`src/rtl/mips_pkg.sv`:
```
// Shared MIPS pipeline definitions: fetch FSM states, IF/ID record layout
// and fetch-related constants used by the front end and decode.
package mips_pkg;

  typedef enum logic [1:0] {
    FETCH   = 2'd0,
    HOLD    = 2'd1,
    DISCARD = 2'd2
  } fetch_state_t;

  localparam logic [31:0] NOP_WORD         = 32'h0000_0000;
  localparam logic [31:0] DEFAULT_RESET_PC = 32'h0040_0000;

  // IF/ID record: {instruction[63:32], pc_plus4[31:0]}
  typedef struct packed {
    logic [31:0] instruction;
    logic [31:0] pc_plus4;
  } if_id_t;

  function automatic logic [31:0] align_word(input logic [31:0] addr);
    return {addr[31:2], 2'b00};
  endfunction

endpackage

```
`src/rtl/fetch_skid_buffer.sv`:
```
// One-entry IF/ID skid buffer: catches a word acknowledged while decode is
// stalled so the memory handshake can complete without losing it.
module fetch_skid_buffer
  import mips_pkg::*;
(
  input  logic   clk,
  input  logic   reset,
  input  logic   i_load,
  input  logic   i_clear,
  input  if_id_t i_data,
  output if_id_t o_data,
  output logic   o_valid
);

  if_id_t r_data;
  logic   r_valid;

  always_ff @(posedge clk) begin
    if (reset) begin
      r_data  <= '0;
      r_valid <= 1'b0;
    end else if (i_clear) begin
      r_valid <= 1'b0;
    end else if (i_load) begin
      r_data  <= i_data;
      r_valid <= 1'b1;
    end
  end

  assign o_data  = r_data;
  assign o_valid = r_valid;

endmodule

```
`src/rtl/if_fetch_stage.sv`:
```
// Instruction fetch front end: owns the PC, the req/ack imem port and the
// IF/ID register with stall, flush and EX redirect.
module if_fetch_stage #(
  parameter logic [31:0] RESET_PC = mips_pkg::DEFAULT_RESET_PC,
  parameter logic [31:0] NOP_WORD = mips_pkg::NOP_WORD
) (
  input  logic        clk,
  input  logic        reset,
  input  logic        in_Stall,
  input  logic        in_Redirect,
  input  logic [31:0] in_RedirectPC_32,
  output logic        o_ImemReq,
  output logic [31:0] o_ImemAddr_32,
  input  logic        in_ImemAck,
  input  logic [31:0] in_ImemData_32,
  output logic [31:0] o_Instruction_32,
  output logic [31:0] o_PCPlus4_32,
  output logic        o_Valid
);

  mips_pkg::fetch_state_t r_state, w_state_next;
  mips_pkg::if_id_t       r_if_id, w_if_id_next;
  mips_pkg::if_id_t       w_skid_data;
  mips_pkg::if_id_t       w_bubble;
  logic [31:0]            r_pc, w_pc_next;
  logic [31:0]            r_req_addr, w_req_addr_next;
  logic [31:0]            w_pc_plus4;
  logic [31:0]            w_redirect_pc;
  logic                   r_valid, w_valid_next;
  logic                   w_req;
  logic                   w_skid_load, w_skid_clear, w_skid_valid;

  assign w_pc_plus4    = r_pc + 32'd4;
  assign w_redirect_pc = mips_pkg::align_word(in_RedirectPC_32);
  assign w_bubble      = '{instruction: NOP_WORD, pc_plus4: 32'd0};

  fetch_skid_buffer u_skid (
    .clk     (clk),
    .reset   (reset),
    .i_load  (w_skid_load),
    .i_clear (w_skid_clear),
    .i_data  ('{instruction: in_ImemData_32, pc_plus4: w_pc_plus4}),
    .o_data  (w_skid_data),
    .o_valid (w_skid_valid)
  );

  always_ff @(posedge clk) begin
    if (reset) begin
      r_state    <= mips_pkg::FETCH;
      r_pc       <= RESET_PC;
      r_req_addr <= RESET_PC;
      r_if_id    <= w_bubble;
      r_valid    <= 1'b0;
    end else begin
      r_state    <= w_state_next;
      r_pc       <= w_pc_next;
      r_req_addr <= w_req_addr_next;
      r_if_id    <= w_if_id_next;
      r_valid    <= w_valid_next;
    end
  end

  always_comb begin
    w_state_next    = r_state;
    w_pc_next       = r_pc;
    w_req_addr_next = r_req_addr;
    w_if_id_next    = r_if_id;
    w_valid_next    = r_valid;
    w_req           = 1'b0;
    o_ImemAddr_32   = r_pc;
    w_skid_load     = 1'b0;
    w_skid_clear    = 1'b0;

    case (r_state)
      mips_pkg::FETCH: begin
        w_req = 1'b1;
        if (in_Redirect) begin
          w_pc_next    = w_redirect_pc;
          w_if_id_next = w_bubble;
          w_valid_next = 1'b0;
          // Request still in flight: remember its address so it stays stable until acked.
          if (!in_ImemAck) begin
            w_req_addr_next = r_pc;
            w_state_next    = mips_pkg::DISCARD;
          end
        end else if (in_ImemAck && in_Stall) begin
          w_skid_load  = 1'b1;
          w_pc_next    = w_pc_plus4;
          w_state_next = mips_pkg::HOLD;
        end else if (in_ImemAck) begin
          w_if_id_next = '{instruction: in_ImemData_32, pc_plus4: w_pc_plus4};
          w_valid_next = 1'b1;
          w_pc_next    = w_pc_plus4;
        end else if (!in_Stall) begin
          w_if_id_next = w_bubble;
          w_valid_next = 1'b0;
        end
      end

      mips_pkg::HOLD: begin
        if (in_Redirect) begin
          w_skid_clear = 1'b1;
          w_pc_next    = w_redirect_pc;
          w_if_id_next = w_bubble;
          w_valid_next = 1'b0;
          w_state_next = mips_pkg::FETCH;
        end else if (!in_Stall) begin
          w_skid_clear = 1'b1;
          w_if_id_next = w_skid_data;
          w_valid_next = w_skid_valid;
          w_state_next = mips_pkg::FETCH;
        end
      end

      mips_pkg::DISCARD: begin
        w_req         = 1'b1;
        o_ImemAddr_32 = r_req_addr;
        if (in_Redirect) begin
          w_pc_next    = w_redirect_pc;
          w_if_id_next = w_bubble;
          w_valid_next = 1'b0;
        end else if (!in_Stall) begin
          w_if_id_next = w_bubble;
          w_valid_next = 1'b0;
        end
        if (in_ImemAck) begin
          w_state_next = mips_pkg::FETCH;
        end
      end

      default: begin
        w_state_next = mips_pkg::FETCH;
      end
    endcase
  end

  assign o_ImemReq        = w_req & ~reset;
  assign o_Instruction_32 = r_if_id.instruction;
  assign o_PCPlus4_32     = r_if_id.pc_plus4;
  assign o_Valid          = r_valid;

endmodule
```
`config.mk`:
```
export PLATFORM = sky130hd
export DESIGN_NAME = if_fetch_stage
export DESIGN_NICKNAME = d
export VERILOG_FILES = /design/src/rtl/mips_pkg.sv /design/src/rtl/fetch_skid_buffer.sv /design/src/rtl/if_fetch_stage.sv
export SDC_FILE = /design/constraint.sdc
export NUM_CORES = 1
export LEC_CHECK = 0
export ABC_AREA = 1
export CORE_MARGIN = 1
export CORE_UTILIZATION = 48
export DETAILED_ROUTE_END_ITERATION = 6
export GPL_TIMING_DRIVEN = 0
export MAX_ROUTING_LAYER = met4
export PLACE_DENSITY = 0.77
export SLEW_MARGIN = 20
export SYNTH_ARGS = -nofsm -noshare
export SYNTH_HDL_FRONTEND = slang
export SYNTH_SLANG_ARGS = --single-unit
```
`constraint.sdc`:
```
create_clock -name clk -period 1.8 [get_ports clk]
set_input_delay 0.18 -clock clk [delete_from_list [all_inputs] [get_ports clk]]
set_output_delay 0.18 -clock clk [all_outputs]
set_load 0.01 [all_outputs]
```
Word-level counts from Yosys, hierarchy flattened

Index checks and enable logic that the tools add are counted.

Input bits: 69
Word-level logic and storage cells: 71
Bits in registers: 196
Output and inout bits: 98

Equal/unequal tests: 9
Reduce and logical (&&, ||, !) cells: 12
Add/subtract/negate cells: 1
Bitwise operators: 4
Muxes and demuxes: 36

Operators by type and width:

| cell                  | count |
|---|---|
| $mux 64               | 7 |
| $pmux 64 s3           | 1 |
| $mux 32               | 5 |
| $pmux 32 s2           | 1 |
| $add 32x3->32 const B | 1 |
| $mux 1                | 14 |
| $mux 2                | 6 |
| $ne 3x3->1 const B    | 4 |
| $reduce_and 3->1      | 3 |
| $pmux 2 s3            | 1 |
| $reduce_or 2->1       | 3 |
| $ne 4x4->1 const B    | 1 |
| $reduce_and 4->1      | 1 |
| $not 1->1             | 3 |
| $pmux 1 s3            | 1 |
| $reduce_bool 3->1     | 1 |
| $eq 2x1->1 const B    | 1 |
| $eq 2x2->1 const B    | 1 |
| $logic_not 2->1       | 1 |
| $ne 2x1->1 const B    | 1 |
| $ne 2x2->1 const B    | 1 |
| $reduce_and 2->1      | 1 |
| $reduce_bool 2->1     | 1 |
| $and 1x1->1           | 1 |
| $logic_and 1x1->1     | 1 |

Logic depth before layout (Yosys ltp)

Word-level depth: 5
Gate-level depth with buffers: 11
Depth with buffers taken out: 10

By module

A second synthesis with hierarchy kept.

Cell total of the unflattened synthesis: 1464
Area, all modules: 9670.5 um2

Modules (own cells, without submodules):

| module            | instances | seq. area each (um2) | area each (um2) | cells each |
|---|---|---|---|---|
| if_fetch_stage    | 1         | 2542.4               | 6902.9          | 1048 |
| fetch_skid_buffer | 1         | 1301.2               | 2767.7          | 416 |

Worst setup path before layout

No wires, ideal clock.

Path type: flip-flop to flip-flop
Start: register r_state[0]
End: register r_if_id, in the netlist o_Instruction_32[14]
Data required time: 1.730 ns
Slack: 0.071 ns
Buffers on the path: 2
Clock period less this slack: 1.729 ns
Setup time: 0.070 ns
Arrival: 1.658 ns
Stages on the path, launching flop included: 12
Cells stage by stage: dfxtp_1 > inv_1 > ha_1 > nor2_4 > nand2_2 > inv_2 > buf_6 > buf_6 > nand2_1 > o21ai_0 > nand2_1 > a21oi_1

Longest elaborated chain between the ends: 3
Elaborated cells on any way between the ends: 8
Classes of those cells: eq/ne: 4; mux: 1; reduce/logical: 3

RTL lines:

| element                                                   | RTL line             | source |
|---|---|---|
| start: declaration                                        | if_fetch_stage.sv:21 | `mips_pkg::fetch_state_t r_state, w_state_next;` |
| start signal: assignment                                  | if_fetch_stage.sv:49 | `r_state <= mips_pkg::FETCH;` |
| start signal: assignment                                  | if_fetch_stage.sv:55 | `r_state <= w_state_next;` |
| $eq 2x1->1, or another cell as far along                  | if_fetch_stage.sv:74 | `case (r_state)` |
| $ne 3x3->1 (no line) or $reduce_bool 3->1 (tied branches) | -                    |  |
| $reduce_and 3->1 (no line)                                | -                    |  |
| end signal: assignment                                    | if_fetch_stage.sv:52 | `r_if_id <= w_bubble;` |
| end signal: assignment                                    | if_fetch_stage.sv:58 | `r_if_id <= w_if_id_next;` |
| end: declaration                                          | if_fetch_stage.sv:22 | `mips_pkg::if_id_t r_if_id, w_if_id_next;` |

Parallel ways exist; a longest one is shown, timed or not.
A chain may end at the register's enable or synchronous reset.

Worst setup path after layout

Start: register r_state[0]
End: output o_ImemAddr_32[31]

Longest elaborated chain between the ends: 2

RTL lines:

| element          | RTL line             | source |
|---|---|---|
| $eq 2x2->1       | if_fetch_stage.sv:74 |  |
| $mux 32          | if_fetch_stage.sv:74 |  |
| end: declaration | if_fetch_stage.sv:13 | `output logic [31:0] o_ImemAddr_32,` |

Every way passes these cells.

==> impl_metrics.py <==
metrics = {
    "run_status": {
        "status": "finished with violations",
        "violations": "setup timing",
    },
    "detailed_routing": {
        "wirelength_um": 30500,
        "routed-via-count": 9908,
        "ant_nets": 0,
        "post_drt_wl_per_cell_um": 16.9,
        "drcViolationCount": 0,
        "top_layer": "met4",
        "vias_per_cell": 5.50,
        "drt_iter0_markers": 728,
        "wl_met1_um": 13400,
        "met3_length_um": 2060,
        "drt-pass1-iter-count": 5,
        "routed-wl-met2_um": 14100,
    },
    "sta": {
        "tightest_slew_ps": 660,
        "hold_viol": 0,
        "rsz0062_at_grt": "true",
        "period_needed_ps": 1820,
        "final_max_slew_viol_count": 0,
        "slew_headroom_pct": 56.0,
        "fin_crit_sh_pct": 101,
        "setup_slack_ps": -18.9,
        "report.final.setup_viol": 7,
        "fin_skew_ps": 10.6,
        "fin_tns_setup_ps": -60.3,
        "max_freq_mhz": 550,
    },
    "placed_design": {
        "dp.cells": 1746,
        "place_area_mm2": 0.0111,
        "gp_congestion": 0.938,
        "dp_hpwl_um": 21600,
        "portBuffers": 160,
    },
    "setup_path": {
        "ff2ff_path_depth": 8,
        "critPathKind": "flop to output port",
        "cp.required_ps": 1620,
        "worst_setup_path_end_kind": "output port",
        "timing.rr.start": "r_state[1]",
        "cp_max_fo": 8,
        "start_kind": "flop",
        "r2r_end": "o_PCPlus4_32[27]",
        "timing.reg2reg.setup_slack_ps": 10,
        "crit_arrival_ps": 1640,
    },
    "min_path": {
        "min_path_type": "input port to flop",
        "hold_start": "in_Stall",
        "min_to": "o_PCPlus4_32[14]",
        "hold_path_depth": 5,
    },
    "pwr": {
        "clkPwrFrac_pct": 28.0,
        "p_per_area_mw_per_mm2": 1100,
        "power.share.combinational_pct": 34.2,
        "peakVddDrop_mv": 0.814,
        "p_int_w": 0.00860,
        "p_seq_share_pct": 37.8,
        "switchingPower_w": 0.00502,
        "swShare_pct": 36.9,
        "leakagePower_nw": 5.03,
    },
    "clocking": {
        "cts_tree": "built",
        "cts_buffer_depth": 2,
        "cts_hold_buf": 0,
        "clk_latency_ps": 440,
        "numCtsBuffers": 17,
        "clockRootBuffer": "clkbuf_16",
        "htree_levels": 4,
        "clkTransAtPathRegs_ps": 70,
        "cts_sinks": 190,
    },
    "global_route": {
        "overflow": 0,
        "track_usage_pct": 31.2,
        "grt_pass1_vias": 9131,
        "grt_pass1_wl_um": 46600,
        "antenna_found_initial": 0,
        "grt_max_degree": 19,
    },
    "synthesis": {
        "muxShareOfSynthArea_pct": 0,
        "synth-simple-area-share_pct": 23.9,
        "synth-seq-cells": 190,
        "ys_seq_area_share_pct": 41.3,
        "synth_xor_area_share_pct": 0.951,
        "synthFlopType": "dfxtp_1",
        "synth_cell_types": 39,
        "synth_edf_count": 0,
        "synth_area_mm2": 0.00921,
        "synthCells": 1351,
        "synth_top_family_by_area": "simple AND/OR/NAND/NOR gates",
        "ys_warn_count": 0,
        "avgSynthCellArea_um2": 6.82,
        "synth_compound_area_share_pct": 23.3,
        "synth.area.top_cells": "dfxtp_1 41%, nand2_1 13%, o21ai_0 11%, a21oi_1 8.5%, inv_1 4.8%",
        "synthTopCellsByCount": "314 x nand2_1, 205 x o21ai_0, 190 x dfxtp_1",
        "synth.most_common_cell": "nand2_1",
        "synth_area_leader_cell": "dfxtp_1",
        "synth-async-reset-ratio_pct": 0,
        "yosys.area.top_type_share_pct": 41.3,
        "synth_fa_ha_area_share_pct": 0.679,
    },
    "die": {
        "die_h_um": 141,
        "rows": 50,
        "initial_core_util_pct": 49.1,
        "io_pins": 167,
        "dieArea_mm2": 0.0198,
        "die_x_um": 141,
        "core_mm2": 0.0188,
    },
    "finish": {
        "area_growth_pct": 33.9,
        "antenna_cells": 0,
        "final_design_area_no_fill_mm2": 0.0123,
        "drive_gt1_share_pct": 16.3,
        "nNetsFinal": 1628,
        "fill_cells": 1638,
        "fin_cells": 1801,
    },
    "run": {
        "drv_cap": 0,
    },
}
layout by cell type (no fill, tap or decap), types with 42 or more instances in the layout:
cell	n
nand2_1	297
dfxtp_1	183
o21ai_0	156
a21oi_1	154
clkdlybuf4s50_1	129
inv_1	115
nor2_1	102
o21ai_1	55
buf_2	45
nand3_1	42
metrics by stage:
step / worst slack [ps] / power [W] / hold WS, ps / utilization [%]
after floorplan: 71.1 / 0.00744 / 347 / -
after global placement: -610 / 0.00913 / 429 / 59.2
after detailed placement: -607 / 0.00918 / 435 / 59.2
after CTS: -8.93 / 0.0131 / 309 / 63.2
after global routing: -64.9 / 0.0142 / 354 / 65.7
final: -18.9 / 0.0136 / 326 / 65.7
kinds of logic after synthesis:
family	Yosys count
AO/OA/AOI/OAI	414
AND/OR/NAND/NOR	520
adder cells (fa/ha/maj)	5
flip-flops	190
other	1
buffers and inverters	211
XOR/XNOR	10
flip-flops by register name, indices dropped and copies added (netlist names):
| name | count |
|---|---|
| o_Instruction_32 | 32 |
| o_PCPlus4_32 | 32 |
| o_Valid | 1 |
| r_pc | 30 |
| r_req_addr | 30 |
| r_state | 2 |
| u_skid.o_data | 62 |
| u_skid.o_valid | 1 |
critical path: stages, from the launching register on:
cell       delay (ps)
dfxtp_2           340
inv_4              80
ha_4              180
clkbuf_16         180
clkbuf_16         150
nand2_1            50
o21ai_1            90
buf_2             160
cell type report:
| class | count | area, µm² | share of cell area (%) |
|---|---|---|---|
| multi-input combinational | 951 | 4840 | 39.2 |
| sequential | 190 | 3820 | 30.9 |
| timing repair buffer | 183 | 1690 | 13.7 |
| buffer | 87 | 632 | 5.12 |
| inverter | 124 | 478 | 3.87 |
| clock buffer | 18 | 439 | 3.56 |
| tap | 234 | 293 | 2.37 |
| clock inverter | 14 | 150 | 1.22 |
what timing repair did:
item / 4_1_cts / 5_1_grt
gates resized for setup: 205 / 138
gates cloned: 3 / 3
setup buffers: 8 / 9
endpoints found under the setup margin: 148 / 173
pin swaps: 5 / 19
worst max-delay path by stage:
stage	startpoint	to	slack (ps)	cells past startpoint
global placement	r_state[0]	o_ImemAddr_32[28]	-610	7
global route	r_state[0]	o_ImemAddr_32[31]	-60	7
CTS	r_state[0]	o_ImemAddr_32[25]	-9	7
detailed placement	r_state[0]	o_ImemAddr_32[25]	-610	7
floorplan	r_state[0]	o_Instruction_32[14]	70	11
finish	r_state[0]	o_ImemAddr_32[31]	-20	7
layer usage:
layer	up-vias	track usage, %
li1	4813	-
met1	4575	39.5
met2	460	49.9
met3	60	4.21
met4	0	13.3
met5	-	-
power groups by stage:
stage / clock, W / combinational, W / sequential [W]
detailed placement: 0 / 0.00401 / 0.00518
global placement: 0 / 0.00396 / 0.00517
global route: 0.00401 / 0.00501 / 0.00520
CTS: 0.00382 / 0.00416 / 0.00510
floorplan: 0 / 0.00229 / 0.00514
finish: 0.00381 / 0.00466 / 0.00515
Power figures use the tool's default switching activity.
